<file path="src/rtl/sw_mailbox_pkg.sv">
// ---------------------------------------------------------------------------
// mailbox_pkg
// Shared widths, bit positions and defaults for the software mailbox.
//   MBOX_DATA_W        : software bus / descriptor word width
//   RD_VALID_BIT       : bit of sw_rd_data that flags a valid RX head
//   egr_meta_t         : egress metadata word type
//   MBOX_DEFAULT_DEPTH : default entries per FIFO
//   MBOX_DEFAULT_CNT_W : default statistics counter width
// ---------------------------------------------------------------------------
package mailbox_pkg;

    localparam int unsigned MBOX_DATA_W        = 32;
    localparam int unsigned RD_VALID_BIT       = 31;
    localparam int unsigned MBOX_DEFAULT_DEPTH = 8;
    localparam int unsigned MBOX_DEFAULT_CNT_W = 16;

    typedef logic [RD_VALID_BIT-1:0] egr_meta_t;

endpackage : mailbox_pkg

</file>
<file path="src/rtl/sw_mailbox_sync_fifo.sv">
// ---------------------------------------------------------------------------
// sync_fifo
// Single-clock FIFO with registered pointers one bit wider than the address
// so full and empty are distinguishable (wrap modulo 2*DEPTH).
// Ports:
//   clk, rst     : clock, asynchronous active-high reset
//   i_flush      : synchronous clear of pointers, wins over push/pop
//   i_push/i_din : write request and data
//   i_pop        : read request (ignored while empty)
//   o_dout       : head word (valid while !o_empty)
//   o_full/o_empty/o_level : status derived from registered pointers
// A push while full is accepted only when a pop happens in the same cycle.
// ---------------------------------------------------------------------------
module sync_fifo #(
    parameter int unsigned W     = 32,
    parameter int unsigned DEPTH = 8
) (
    input  logic                     clk,
    input  logic                     rst,
    input  logic                     i_flush,
    input  logic                     i_push,
    input  logic [W-1:0]             i_din,
    input  logic                     i_pop,
    output logic [W-1:0]             o_dout,
    output logic                     o_full,
    output logic                     o_empty,
    output logic [$clog2(DEPTH):0]   o_level
);

    localparam int unsigned AW = $clog2(DEPTH);

    logic [W-1:0] r_mem [DEPTH];
    logic [AW:0]  r_wr_ptr;
    logic [AW:0]  r_rd_ptr;
    logic         w_do_push;
    logic         w_do_pop;

    assign o_full  = (r_wr_ptr[AW] != r_rd_ptr[AW]) &&
                     (r_wr_ptr[AW-1:0] == r_rd_ptr[AW-1:0]);
    assign o_empty = (r_wr_ptr == r_rd_ptr);
    assign o_level = r_wr_ptr - r_rd_ptr;
    assign o_dout  = r_mem[r_rd_ptr[AW-1:0]];

    assign w_do_pop  = i_pop && !o_empty;
    // Full-but-popping frees the head slot this edge, so the write fits.
    assign w_do_push = i_push && (!o_full || w_do_pop);

    always_ff @(posedge clk or posedge rst) begin
        if (rst) begin
            r_wr_ptr <= '0;
            r_rd_ptr <= '0;
        end else if (i_flush) begin
            r_wr_ptr <= '0;
            r_rd_ptr <= '0;
        end else begin
            if (w_do_push) r_wr_ptr <= r_wr_ptr + 1'b1;
            if (w_do_pop)  r_rd_ptr <= r_rd_ptr + 1'b1;
        end
    end

    // Storage needs no reset: contents are only observed through the pointers.
    always_ff @(posedge clk) begin
        if (w_do_push && !i_flush) r_mem[r_wr_ptr[AW-1:0]] <= i_din;
    end

endmodule : sync_fifo

</file>
<file path="src/rtl/sw_mailbox.sv">
// ---------------------------------------------------------------------------
// sw_mailbox
// Hardware endpoint of the software register interface.
//   TX: software descriptor writes (sw_wr_en/sw_wr_data) -> FIFO -> ingress
//       valid/ready (ing_valid/ing_data/ing_ready). Writes on a full FIFO
//       with no simultaneous pop are dropped and counted.
//   RX: egress metadata (egr_valid/egr_data/egr_ready) -> FIFO -> software
//       read word sw_rd_data = {valid, head}; sw_rd_ack pops one entry.
//   clk, reset  : clock, asynchronous active-high reset
//   flush       : synchronous clear of both FIFOs (drop counter kept)
//   tx_drop_cnt : saturating TX drop counter
//   rx_level    : RX occupancy
// Build option: define MAILBOX_STATS_EN to make tx_drop_cnt and rx_level
// live; otherwise both read 0 and the counter logic is absent.
// ---------------------------------------------------------------------------
module sw_mailbox
    import mailbox_pkg::*;
#(
    parameter int unsigned DEPTH = MBOX_DEFAULT_DEPTH,
    parameter int unsigned CNT_W = MBOX_DEFAULT_CNT_W
) (
    input  logic                     clk,
    input  logic                     reset,
    input  logic                     flush,
    input  logic                     sw_wr_en,
    input  logic [MBOX_DATA_W-1:0]   sw_wr_data,
    input  logic                     sw_rd_ack,
    output logic [MBOX_DATA_W-1:0]   sw_rd_data,
    output logic                     ing_valid,
    output logic [MBOX_DATA_W-1:0]   ing_data,
    input  logic                     ing_ready,
    input  logic                     egr_valid,
    input  egr_meta_t                egr_data,
    output logic                     egr_ready,
    output logic [CNT_W-1:0]         tx_drop_cnt,
    output logic [$clog2(DEPTH):0]   rx_level
);

    localparam int unsigned LW = $clog2(DEPTH) + 1;

    logic            w_tx_full;
    logic            w_tx_empty;
    logic            w_tx_pop;
    logic [LW-1:0]   w_tx_level;
    logic            w_rx_full;
    logic            w_rx_empty;
    logic            w_rx_push;
    logic            w_rx_pop;
    logic [LW-1:0]   w_rx_level;
    egr_meta_t       w_rx_head;

    assign ing_valid = !w_tx_empty;
    assign w_tx_pop  = ing_valid && ing_ready;

    assign egr_ready = !w_rx_full;
    assign w_rx_push = egr_valid && egr_ready;
    assign w_rx_pop  = sw_rd_ack && !w_rx_empty;

    assign sw_rd_data = w_rx_empty ? '0 : {1'b1, w_rx_head};

    sync_fifo #(
        .W     (MBOX_DATA_W),
        .DEPTH (DEPTH)
    ) u_tx_fifo (
        .clk     (clk),
        .rst     (reset),
        .i_flush (flush),
        .i_push  (sw_wr_en),
        .i_din   (sw_wr_data),
        .i_pop   (w_tx_pop),
        .o_dout  (ing_data),
        .o_full  (w_tx_full),
        .o_empty (w_tx_empty),
        .o_level (w_tx_level)
    );

    sync_fifo #(
        .W     (RD_VALID_BIT),
        .DEPTH (DEPTH)
    ) u_rx_fifo (
        .clk     (clk),
        .rst     (reset),
        .i_flush (flush),
        .i_push  (w_rx_push),
        .i_din   (egr_data),
        .i_pop   (w_rx_pop),
        .o_dout  (w_rx_head),
        .o_full  (w_rx_full),
        .o_empty (w_rx_empty),
        .o_level (w_rx_level)
    );

`ifdef MAILBOX_STATS_EN
    logic [CNT_W-1:0] r_tx_drop_cnt;
    logic             w_tx_drop;
    logic             w_unused;

    // A write during flush is discarded by the flush, not counted as a drop.
    assign w_tx_drop = sw_wr_en && w_tx_full && !w_tx_pop && !flush;

    always_ff @(posedge clk or posedge reset) begin
        if (reset) begin
            r_tx_drop_cnt <= '0;
        end else if (w_tx_drop && (r_tx_drop_cnt != '1)) begin
            r_tx_drop_cnt <= r_tx_drop_cnt + 1'b1;
        end
    end

    assign tx_drop_cnt = r_tx_drop_cnt;
    assign rx_level    = w_rx_level;
    assign w_unused    = &{1'b0, w_tx_level};
`else
    logic w_unused;

    assign tx_drop_cnt = '0;
    assign rx_level    = '0;
    assign w_unused    = &{1'b0, w_tx_level, w_rx_level, w_tx_full};
`endif

endmodule : sw_mailbox
</file>
<file path="config.mk">
export PLATFORM = sky130hd
export DESIGN_NAME = sw_mailbox
export DESIGN_NICKNAME = d
export VERILOG_FILES = /design/src/rtl/sw_mailbox_pkg.sv /design/src/rtl/sw_mailbox_sync_fifo.sv /design/src/rtl/sw_mailbox.sv
export SDC_FILE = /design/constraint.sdc
export NUM_CORES = 1
export LEC_CHECK = 0
export ABC_CLOCK_PERIOD_IN_PS = 5600
export CAP_MARGIN = 10
export CORE_ASPECT_RATIO = 0.7
export CORE_MARGIN = 2
export CORE_UTILIZATION = 40
export CTS_CLUSTER_SIZE = 14
export DETAILED_ROUTE_END_ITERATION = 10
export GPL_ROUTABILITY_DRIVEN = 1
export GPL_TIMING_DRIVEN = 1
export PLACE_DENSITY = 0.64
export SLEW_MARGIN = 10
export SYNTH_ARGS = -nofsm -noshare
export SYNTH_HDL_FRONTEND = slang
export SYNTH_SLANG_ARGS = --single-unit
</file>
<file path="constraint.sdc">
create_clock -name clk -period 5.6 [get_ports clk]
set_input_delay 0.56 -clock clk [delete_from_list [all_inputs] [get_ports clk]]
set_output_delay 0.56 -clock clk [all_outputs]
set_load 0.05 [all_outputs]
</file>
==> results of run 1 <==
[routing by layer]
metal  vias to the layer above  global-route usage [%]  part of all wire, %
li1                       4103                       -                    -
met1                      5075                    22.2                   46
met2                       195                    23.9                   48
met3                        57                    2.90                  4.3
met4                         2                    4.56                  1.9
met5                         -                       0                0.017
[worst max-delay path, cell delays in order (launching register included)]
cell	delay, ns
dfrtp_4	0.90
xor2_2	0.24
or3_1	0.51
nor2_4	0.69
nor2_1	0.15
clkdlybuf4s50_1	0.75
[registers in the layout, indices dropped and copies added (netlist names)]
name,count
u_rx_fifo.r_mem,248
u_rx_fifo.r_rd_ptr,4
u_rx_fifo.r_wr_ptr,4
u_tx_fifo.r_mem,256
u_tx_fifo.r_rd_ptr,4
u_tx_fifo.r_wr_ptr,4
[power groups by stage]
stage / clock [uW] / sequential, uW / combinational (uW)
after floorplan: 0 / 4430 / 1390
after global placement: 0 / 4550 / 1730
after detailed placement: 0 / 4560 / 1740
after CTS: 3380 / 4470 / 1750
after global routing: 3530 / 4490 / 1820
final: 3290 / 4460 / 1720
[cells in the final DEF, fill, tap and decap left out, types with 5 or more instances in the layout]
cell	netlist	final
clkinv_2	0	7
mux2i_1	36	36
mux4_2	118	118
nor2b_1	5	5
edfxtp_1	504	504
buf_4	26	25
clkbuf_16	0	52
inv_1	8	8
xnor2_1	5	5
nor4_2	0	5
conb_1	1	20
clkbuf_1	13	10
mux4_1	8	8
nor3_2	0	6
mux2_2	33	33
nand2_1	5	5
clkinv_1	0	14
nor2_1	49	46
dfrtp_1	16	10
nand2b_1	5	5
clkdlybuf4s50_1	0	135
[area by class of cell]
type | instances | area, sq um | area share, %
flip-flops and latches | 520 | 15500 | 64.3
multi-input cells | 343 | 4570 | 18.9
repair buffers | 162 | 1580 | 6.53
clock buffers | 62 | 1340 | 5.54
well taps | 674 | 843 | 3.49
clock inverters | 31 | 269 | 1.11
inverters | 8 | 30.0 | 0.124
[how the worst max path moves through the flow]
stage / depth (start not counted) / startpoint / end / slack [ns]
2_1_floorplan: 4 / flush / u_rx_fifo.r_mem[0][0]$_DFFE_PP_ / 0.76
3_3_place_gp: 5 / u_rx_fifo.r_rd_ptr[0]$_DFFE_PP0P_ / sw_rd_data[22] / 1.74
3_5_place_dp: 5 / u_rx_fifo.r_rd_ptr[0]$_DFFE_PP0P_ / sw_rd_data[25] / 1.71
4_1_cts: 5 / u_rx_fifo.r_rd_ptr[0]$_DFFE_PP0P_ / sw_rd_data[25] / 1.04
5_1_grt: 5 / u_rx_fifo.r_rd_ptr[0]$_DFFE_PP0P_ / sw_rd_data[25] / 0.88
6_report: 5 / u_rx_fifo.r_rd_ptr[0]$_DFFE_PP0P_ / sw_rd_data[25] / 1.17
[kinds of logic (layout without fill, tap and decap cells)]
| logic type | count (synthesis) | count (layout) | share of synthesized area (%) |
|---|---|---|---|
| DFF | 520 | 520 | 76.0 |
| muxes | 197 | 197 | 17.7 |
| and+or+nand+nor | 89 | 89 | 2.09 |
| buffers and inverters | 77 | 263 | 2.41 |
| AOI/OAI and AO/OA | 21 | 21 | 0.870 |
| xor gates and xnor gates | 12 | 12 | 0.624 |
| adders and majority gates | 4 | 4 | 0.245 |
| other | 1 | 20 | 0.0184 |
[metrics by stage]
stage	cells	worst slack (ns)	power [uW]
CTS	1800	1.04	9600
global route	1800	0.883	9840
finish	1800	1.17	9480
detailed placement	1707	1.71	6300
global placement	1707	1.74	6280
floorplan	940	0.761	5820
==> results_dict.tcl, run 1 <==
set metrics [dict create \
    switching_share_pct 27.0 \
    grt_max_degree 66 \
    via_per_inst 5.24 \
    overflow 0 \
    synth_cell_type_count 50 \
    pin_count 156 \
    place.gp.congestion 0.716 \
    clockBufferDepth 3 \
    holdWs_ns 0.447 \
    critPathRequiredTime_ns 5.04 \
    status "finished clean" \
    cts_resized 0 \
    stdcell_area_sq_um 24200 \
    finalHoldViolCount 0 \
    synth_ff_type "edfxtp_1" \
    grtUsageTotal_pct 15.4 \
    max_cap_viol_count 0 \
    firstDrtPassIters 5 \
    cts_tree "built" \
    die_w_microns 274 \
    fill_cells 4168 \
    crit_arrival_ns 3.87 \
    synthTopCellsByCount "edfxtp_1, mux4_2, nor2_1" \
    ir_worst_vdd_v 0.000279 \
    ff2ff_setup_slack_ns 2.19 \
    grt_antenna_before_repair 1 \
    r2r_end "u_tx_fifo.r_mem[1][14]$_DFFE_PP_" \
    core-area_sq_um 50600 \
    worst_skew_pair.late_latency_ns 0.60 \
    synthArstFlopShare_pct 3.08 \
    drt_iter0_drc 602 \
    holdCritPathClass "in -> async" \
    grt_pass1_wl_mm 60.3 \
    switching_power_uw 2560 \
    synth_warnings 0 \
    fin_crit_ns 4.43 \
    wl_mm 40.3 \
    synth_area_sq_um 20400 \
    die_h_microns 193 \
    netlist_top_cells_area "edfxtp_1, mux4_2, dfrtp_1, mux2_2, mux2i_1" \
    final_core_util_pct 47.8 \
    clock_sinks 520 \
    synth-seq-area-share_pct 76.0 \
    avgSynthCellArea_sq_um 22.2 \
    synth.most_common_cell "edfxtp_1" \
    cts_buffers 51 \
    grt_pass1_vias 9693 \
    maxSlewHeadroom_pct 27.7 \
    cell_internal_pwr_uw 6920 \
    start_util_pct 40.4 \
    path_max_fanout 35 \
    drc 0 \
    nNetsFinal 1160 \
    finalSetupViolCount 0 \
    pwr-share-seq_pct 47.1 \
    power_density_nw_per_um2 392 \
    drv_slew 0 \
    reg2reg_from "u_tx_fifo.r_rd_ptr[0]$_DFFE_PP0P_" \
    place_area_sq_um 22600 \
    finClkSkew_ns 0.0316 \
    period_share_pct 79.1 \
    critical_path_class "reg -> out" \
    num_antenna_cells 0 \
    io_buffers 135 \
    synth_edf_count 504 \
    htree_levels 2 \
    p_leak_uw 0.00750 \
    path_clk_slew_ns 0.06 \
    ys_ff_latch 520 \
    clkPwrFrac_pct 34.7 \
    wire_per_inst_microns 22.4 \
    clockRootBuffer "clkbuf_16" \
    max_freq_ghz 0.226 \
    num_vias 9432 \
    yosysTopAreaCell "edfxtp_1" \
    end_kind "output pin" \
    worst_pin_slew_ns 1.08 \
    die_area_sq_um 52900 \
    post-cts-setup-buffers 0 \
    rsz0062_at_grt "false" \
    cts_hold_buffers 0 \
    drive_above_1_share_pct 24.3 \
    synth_top_area_share_pct 74.1 \
    dpl.hpwl_mm 22.5 \
    reg2reg_depth 5 \
    p_comb_share_pct 18.2 \
    rows 69 \
    final_antenna_net_count 0 \
    area_growth_pct 18.3 \
    synthCells 921 \
    critPathLaunchType "flip-flop" \
    tns_ns 0 \
]
(Power assumes the default switching activity.)
==> run 2: changes to the inputs <==
--- a/config.mk
+++ b/config.mk
@@ -5,7 +5,7 @@
 export SDC_FILE = /design/constraint.sdc
 export NUM_CORES = 1
 export LEC_CHECK = 0
-export ABC_CLOCK_PERIOD_IN_PS = 5600
+export ABC_CLOCK_PERIOD_IN_PS = 4450
 export CAP_MARGIN = 10
 export CORE_ASPECT_RATIO = 0.7
 export CORE_MARGIN = 2
==> constraint.sdc (replaced) <==
create_clock -name clk -period 4.45 [get_ports clk]
set_input_delay 0.445 -clock clk [delete_from_list [all_inputs] [get_ports clk]]
set_output_delay 0.445 -clock clk [all_outputs]
set_load 0.05 [all_outputs]
==> run 2 against run 1 <==
Routed wire length fell by 1.6%. Clock-buffer cell count up 3. Sequential share of layout area rose by 0.23 points. Clock skew down 0.0011 ns. Critical path depth stayed put. Combinational power rose by 33%. Highest routed layer is now met4. Largest cell class unchanged. Worst setup slack worse by 0.78 ns.
==> results_dict.tcl, run 2 (same netlist as run 1, synthesis figures left out) <==
set metrics [dict create \
    io_buffers 135 \
    grt_pass1_wl_mm 59.3 \
    rsz0062_at_grt "false" \
    drive_above_1_share_pct 23.7 \
    critical_path_class "reg -> out" \
    end_kind "output pin" \
    die_area_sq_um 52900 \
    drv_slew 0 \
    crit_arrival_ns 3.62 \
    rows 69 \
    via_per_inst 5.17 \
    multiInputGateArea_sq_um 4600 \
    maxSlewHeadroom_pct 34.0 \
    cts_resized 0 \
    tns_ns 0 \
    fin_crit_ns 4.06 \
    setup_ws_ns 0.390 \
    power_density_nw_per_um2 485 \
    firstDrtPassIters 4 \
    clock_sinks 520 \
    area_growth_pct 17.9 \
    path_delay_family "simple AND/OR/NAND/NOR gates" \
    max_freq_ghz 0.246 \
    drc 0 \
    slowest_stage "clkdlybuf4s50_1" \
    crit_buf_inv 1 \
    worst_skew_pair.late_latency_ns 0.60 \
    path_clk_slew_ns 0.06 \
    cts_hold_buffers 0 \
    status "finished clean" \
    post-cts-setup-buffers 0 \
    cts_buffers 49 \
    finalHoldViolCount 0 \
    htree_levels 2 \
    finClkSkew_ns 0.0305 \
    p_leak_uw 0.00745 \
    grtUsageTotal_pct 15.0 \
    post-place-ws_ns 0.994 \
    place.gp.congestion 0.735 \
    path_max_fanout 32 \
    critPathRequiredTime_ns 4.01 \
    max_cap_viol_count 0 \
    ff2ff_setup_slack_ns 1.56 \
    ir_worst_vdd_v 0.000288 \
    worst_pin_slew_ns 0.990 \
    num_antenna_cells 0 \
    holdCritPathClass "in -> async" \
    grt_pass1_vias 9551 \
    finalSetupViolCount 0 \
    die_h_microns 193 \
    period_share_pct 91.2 \
    cts_tree "built" \
    clockRootBuffer "clkbuf_16" \
    clockBufferDepth 3 \
    largest_reg_flops 256 \
    critPathLaunchType "flip-flop" \
    wl_mm 39.7 \
    nNetsFinal 1156 \
    fill_cells 4112 \
    mostFrequentLayoutCell "edfxtp_1" \
    wire_per_inst_microns 22.1 \
    num_vias 9289 \
    pin_count 156 \
    grt_max_degree 69 \
    area.sequential_sq_um 15500 \
    cp_cell_sequence "xor2_2 -> or3_1 -> nor2_4 -> nor2_1 -> clkdlybuf4s50_1" \
    die_w_microns 274 \
    dpl.hpwl_mm 21.5 \
    cpPeakStageDelay_ns 0.73 \
    drt_iter0_drc 702 \
    final_cell_mix "edfxtp_1, clkdlybuf4s50_1, mux4_2, clkbuf_16, nor2_1" \
    grt_antenna_before_repair 0 \
    overflow 0 \
    core-area_sq_um 50600 \
    start_util_pct 40.4 \
    final_antenna_net_count 0 \
]
[run 2: worst paths after layout]
path | from | end | depth (start not counted)
min reg2reg | u_tx_fifo.r_rd_ptr[3]$_DFFE_PP0P_ | u_tx_fifo.r_rd_ptr[3]$_DFFE_PP0P_ | 2
max | u_rx_fifo.r_wr_ptr[1]$_DFFE_PP0P_ | sw_rd_data[21] | 5
max in group asynchronous | reset | u_rx_fifo.r_rd_ptr[0]$_DFFE_PP0P_ | 2
max reg2reg | u_tx_fifo.r_rd_ptr[2]$_DFFE_PP0P_ | u_tx_fifo.r_mem[7][19]$_DFFE_PP_ | 5
min in group clk | egr_data[18] | u_rx_fifo.r_mem[3][18]$_DFFE_PP_ | 1
min | reset | u_rx_fifo.r_wr_ptr[2]$_DFFE_PP0P_ | 2
[run 2: layer usage]
layer  vias to the layer above  track usage (%)  share of wire [%]
met2                       161             24.2                 49
met1                      4991             21.2                 46
met3                        48             3.22                3.9
met5                         -                0                  0
met4                         0             3.51                1.7
li1                       4089                -                  -
[run 2: where the power goes]
| group | leakage (uW) | total [uW] | internal (uW) | switching (uW) |
|---|---|---|---|---|
| clock network | 0.000725 | 3880 | 2130 | 1750 |
| logic | 0.00196 | 2280 | 939 | 1340 |
| registers | 0.00476 | 5520 | 5450 | 69.1 |
| total | 0.00745 | 11700 | 8520 | 3150 |
[run 2: cell type report]
class	count	share of cell area, %
Timing Repair Buffer	160	6.54
Inverter	8	0.125
Tap cell	674	3.50
Multi-Input combinational cell	343	19.1
Sequential cell	520	64.5
Clock inverter	26	0.753
Clock buffer	65	5.42
[run 2: per-stage QoR]
stage	util [%]	cell area (sq um)	instances	hold WS [ns]	power [uW]
2_1_floorplan	-	20500	940	0.359	7320
3_3_place_gp	44.7	22600	1705	0.589	7920
3_5_place_dp	44.7	22600	1705	0.603	7940
4_1_cts	47.6	24100	1796	0.238	11800
5_1_grt	47.6	24100	1796	0.311	12100
6_report	47.6	24100	1796	0.247	11700
==> run 3: changes to the inputs <==
--- a/config.mk
+++ b/config.mk
@@ -8,13 +8,13 @@
 export ABC_CLOCK_PERIOD_IN_PS = 4450
 export CAP_MARGIN = 10
 export CORE_ASPECT_RATIO = 0.7
-export CORE_MARGIN = 2
-export CORE_UTILIZATION = 40
+export CORE_MARGIN = 1
+export CORE_UTILIZATION = 25
 export CTS_CLUSTER_SIZE = 14
 export DETAILED_ROUTE_END_ITERATION = 10
 export GPL_ROUTABILITY_DRIVEN = 1
 export GPL_TIMING_DRIVEN = 1
-export PLACE_DENSITY = 0.64
+export PLACE_DENSITY = 0.47
 export SLEW_MARGIN = 10
 export SYNTH_ARGS = -nofsm -noshare
 export SYNTH_HDL_FRONTEND = slang
==> run 3 against run 2 <==
Sequential share of layout area down 1.9 points. Via count increased by 0.16%. Register-to-register slack gained 0.13 ns. Utilization is 17 points lower. Critical path type unchanged. Highest routed layer unchanged.
==> results_dict.tcl, run 3 (same netlist as run 1, synthesis figures left out) <==
set metrics [dict create \
    status "finished clean" \
    cts_buffers 54 \
    die_w_microns 344 \
    largest_reg_flops 256 \
    dpl.hpwl_mm 23.7 \
    r2r_end "u_rx_fifo.r_mem[3][23]$_DFFE_PP_" \
    max_freq_ghz 0.259 \
    grt_max_degree 66 \
    finalHoldViolCount 0 \
    slowest_stage "clkdlybuf4s50_1" \
    io_buffers 135 \
    critPathLaunchType "flip-flop" \
    clockBufferDepth 3 \
    fin_crit_ns 3.86 \
    die_area_sq_um 82900 \
    drive_above_1_share_pct 24.5 \
    ir_worst_vdd_v 0.000277 \
    crit_buf_inv 2 \
    mostFrequentLayoutCell "edfxtp_1" \
    p_total_uw 12200 \
    maxSlewHeadroom_pct 44.6 \
    htree_levels 2 \
    num_vias 9304 \
    start_util_pct 25.3 \
    power_density_nw_per_um2 492 \
    clock_sinks 520 \
    num_antenna_cells 0 \
    area_growth_pct 21.5 \
    period_share_pct 86.8 \
    nNetsFinal 1161 \
    finalSetupViolCount 0 \
    max_cap_viol_count 0 \
    final_cell_count_no_fill 2200 \
    via_per_inst 4.23 \
    reg2reg_depth 5 \
    final_antenna_net_count 0 \
    p_leak_uw 0.00757 \
    pin_count 156 \
    end_kind "output pin" \
    rsz0062_at_grt "false" \
    path_clk_slew_ns 0.06 \
    worst_pin_slew_ns 0.828 \
    overflow 0 \
    reg2reg_from "u_rx_fifo.r_wr_ptr[1]$_DFFE_PP0P_" \
    cp_cell_sequence "xor2_2 -> or3_1 -> nor2_4 -> buf_4 -> nor2_1 -> clkdlybuf4s50_1" \
    path_delay_family "buffers and inverters" \
    cts_tree "built" \
    cts_resized 0 \
    rows 87 \
    post-cts-setup-buffers 0 \
    final_cell_mix "edfxtp_1, clkdlybuf4s50_1, mux4_2, clkbuf_16, nor2_1" \
    ff2ff_setup_slack_ns 1.69 \
    die_h_microns 241 \
    drv_slew 0 \
    cpPeakStageDelay_ns 0.74 \
    grt_pass1_vias 9704 \
    holdWs_ns 0.258 \
    core-area_sq_um 80800 \
    holdCritPathClass "in -> async" \
    path_max_fanout 32 \
    critical_path_class "reg -> out" \
    finClkSkew_ns 0.0271 \
    firstDrtPassIters 4 \
    grt_pass1_wl_mm 64.3 \
    crit_arrival_ns 3.42 \
    cts_hold_buffers 0 \
    grt_antenna_before_repair 0 \
    drc 0 \
    post-place-cells 2099 \
    grtUsageTotal_pct 10.5 \
    critPathRequiredTime_ns 4.01 \
    wl_mm 43.5 \
    place.gp.congestion 0.671 \
    drt_iter0_drc 547 \
    clockRootBuffer "clkbuf_16" \
    wire_per_inst_microns 19.8 \
    worst_skew_pair.late_latency_ns 0.61 \
]
[run 3: changes by cell type in the layout (fill, tap and decap cells not counted)]
cell       previous run  this run
clkbuf_1             14        11
clkinv_16             1         2
inv_6                 0         2
and2_2                0         1
buf_12                3         4
bufinv_16             1         3
clkinv_8              1         0
and2_1                2         1
buf_4                22        21
clkbuf_16            49        55
clkinv_1             14        17
[run 3: area by class of cell]
class / instances / area [sq um]
Fill cell: 7767 / 55900
Sequential cell: 520 / 15500
Multi-Input combinational cell: 343 / 4610
Timing Repair Buffer: 160 / 1590
Clock buffer: 68 / 1450
Tap cell: 1068 / 1340
Clock inverter: 33 / 284
Inverter: 8 / 30.0
[run 3: where the power goes]
group | leakage, uW | switching (uW) | total (uW) | internal (uW)
logic | 0.00196 | 1350 | 2300 | 944
registers | 0.00476 | 78.7 | 5530 | 5450
clock network | 0.000842 | 1900 | 4380 | 2480
total | 0.00757 | 3330 | 12200 | 8880
[run 3: worst max-delay path by stage]
| stage | slack [ns] | from | depth (start not counted) | endpoint |
|---|---|---|---|---|
| floorplan | -0.31 | u_tx_fifo.r_wr_ptr[0]$_DFFE_PP0P_ | 6 | u_tx_fifo.r_mem[0][0]$_DFFE_PP_ |
| global placement | 1.21 | u_rx_fifo.r_wr_ptr[1]$_DFFE_PP0P_ | 6 | sw_rd_data[28] |
| detailed placement | 1.19 | u_rx_fifo.r_wr_ptr[1]$_DFFE_PP0P_ | 6 | sw_rd_data[30] |
| CTS | 0.49 | u_rx_fifo.r_wr_ptr[1]$_DFFE_PP0P_ | 6 | sw_rd_data[24] |
| global route | 0.37 | u_rx_fifo.r_wr_ptr[1]$_DFFE_PP0P_ | 6 | sw_rd_data[30] |
| finish | 0.59 | u_rx_fifo.r_wr_ptr[1]$_DFFE_PP0P_ | 6 | sw_rd_data[28] |
[run 3: per-layer routing]
layer	up-vias	wire length [microns]	track usage [%]
met3	53	1430	1.87
met4	0	887	3.39
met1	5007	20100	14.5
met2	137	21100	16.8
li1	4107	-	-
met5	-	0	0
[run 3: metrics by stage]
step,setup slack (ns),util [%],setup TNS (ns),cell area (sq um)
global route,0.374,30.8,0,24800
global placement,1.21,28.6,0,23100
CTS,0.489,30.8,0,24800
floorplan,-0.306,-,-19.56,20500
finish,0.588,30.8,0,24800
detailed placement,1.19,28.6,0,23100
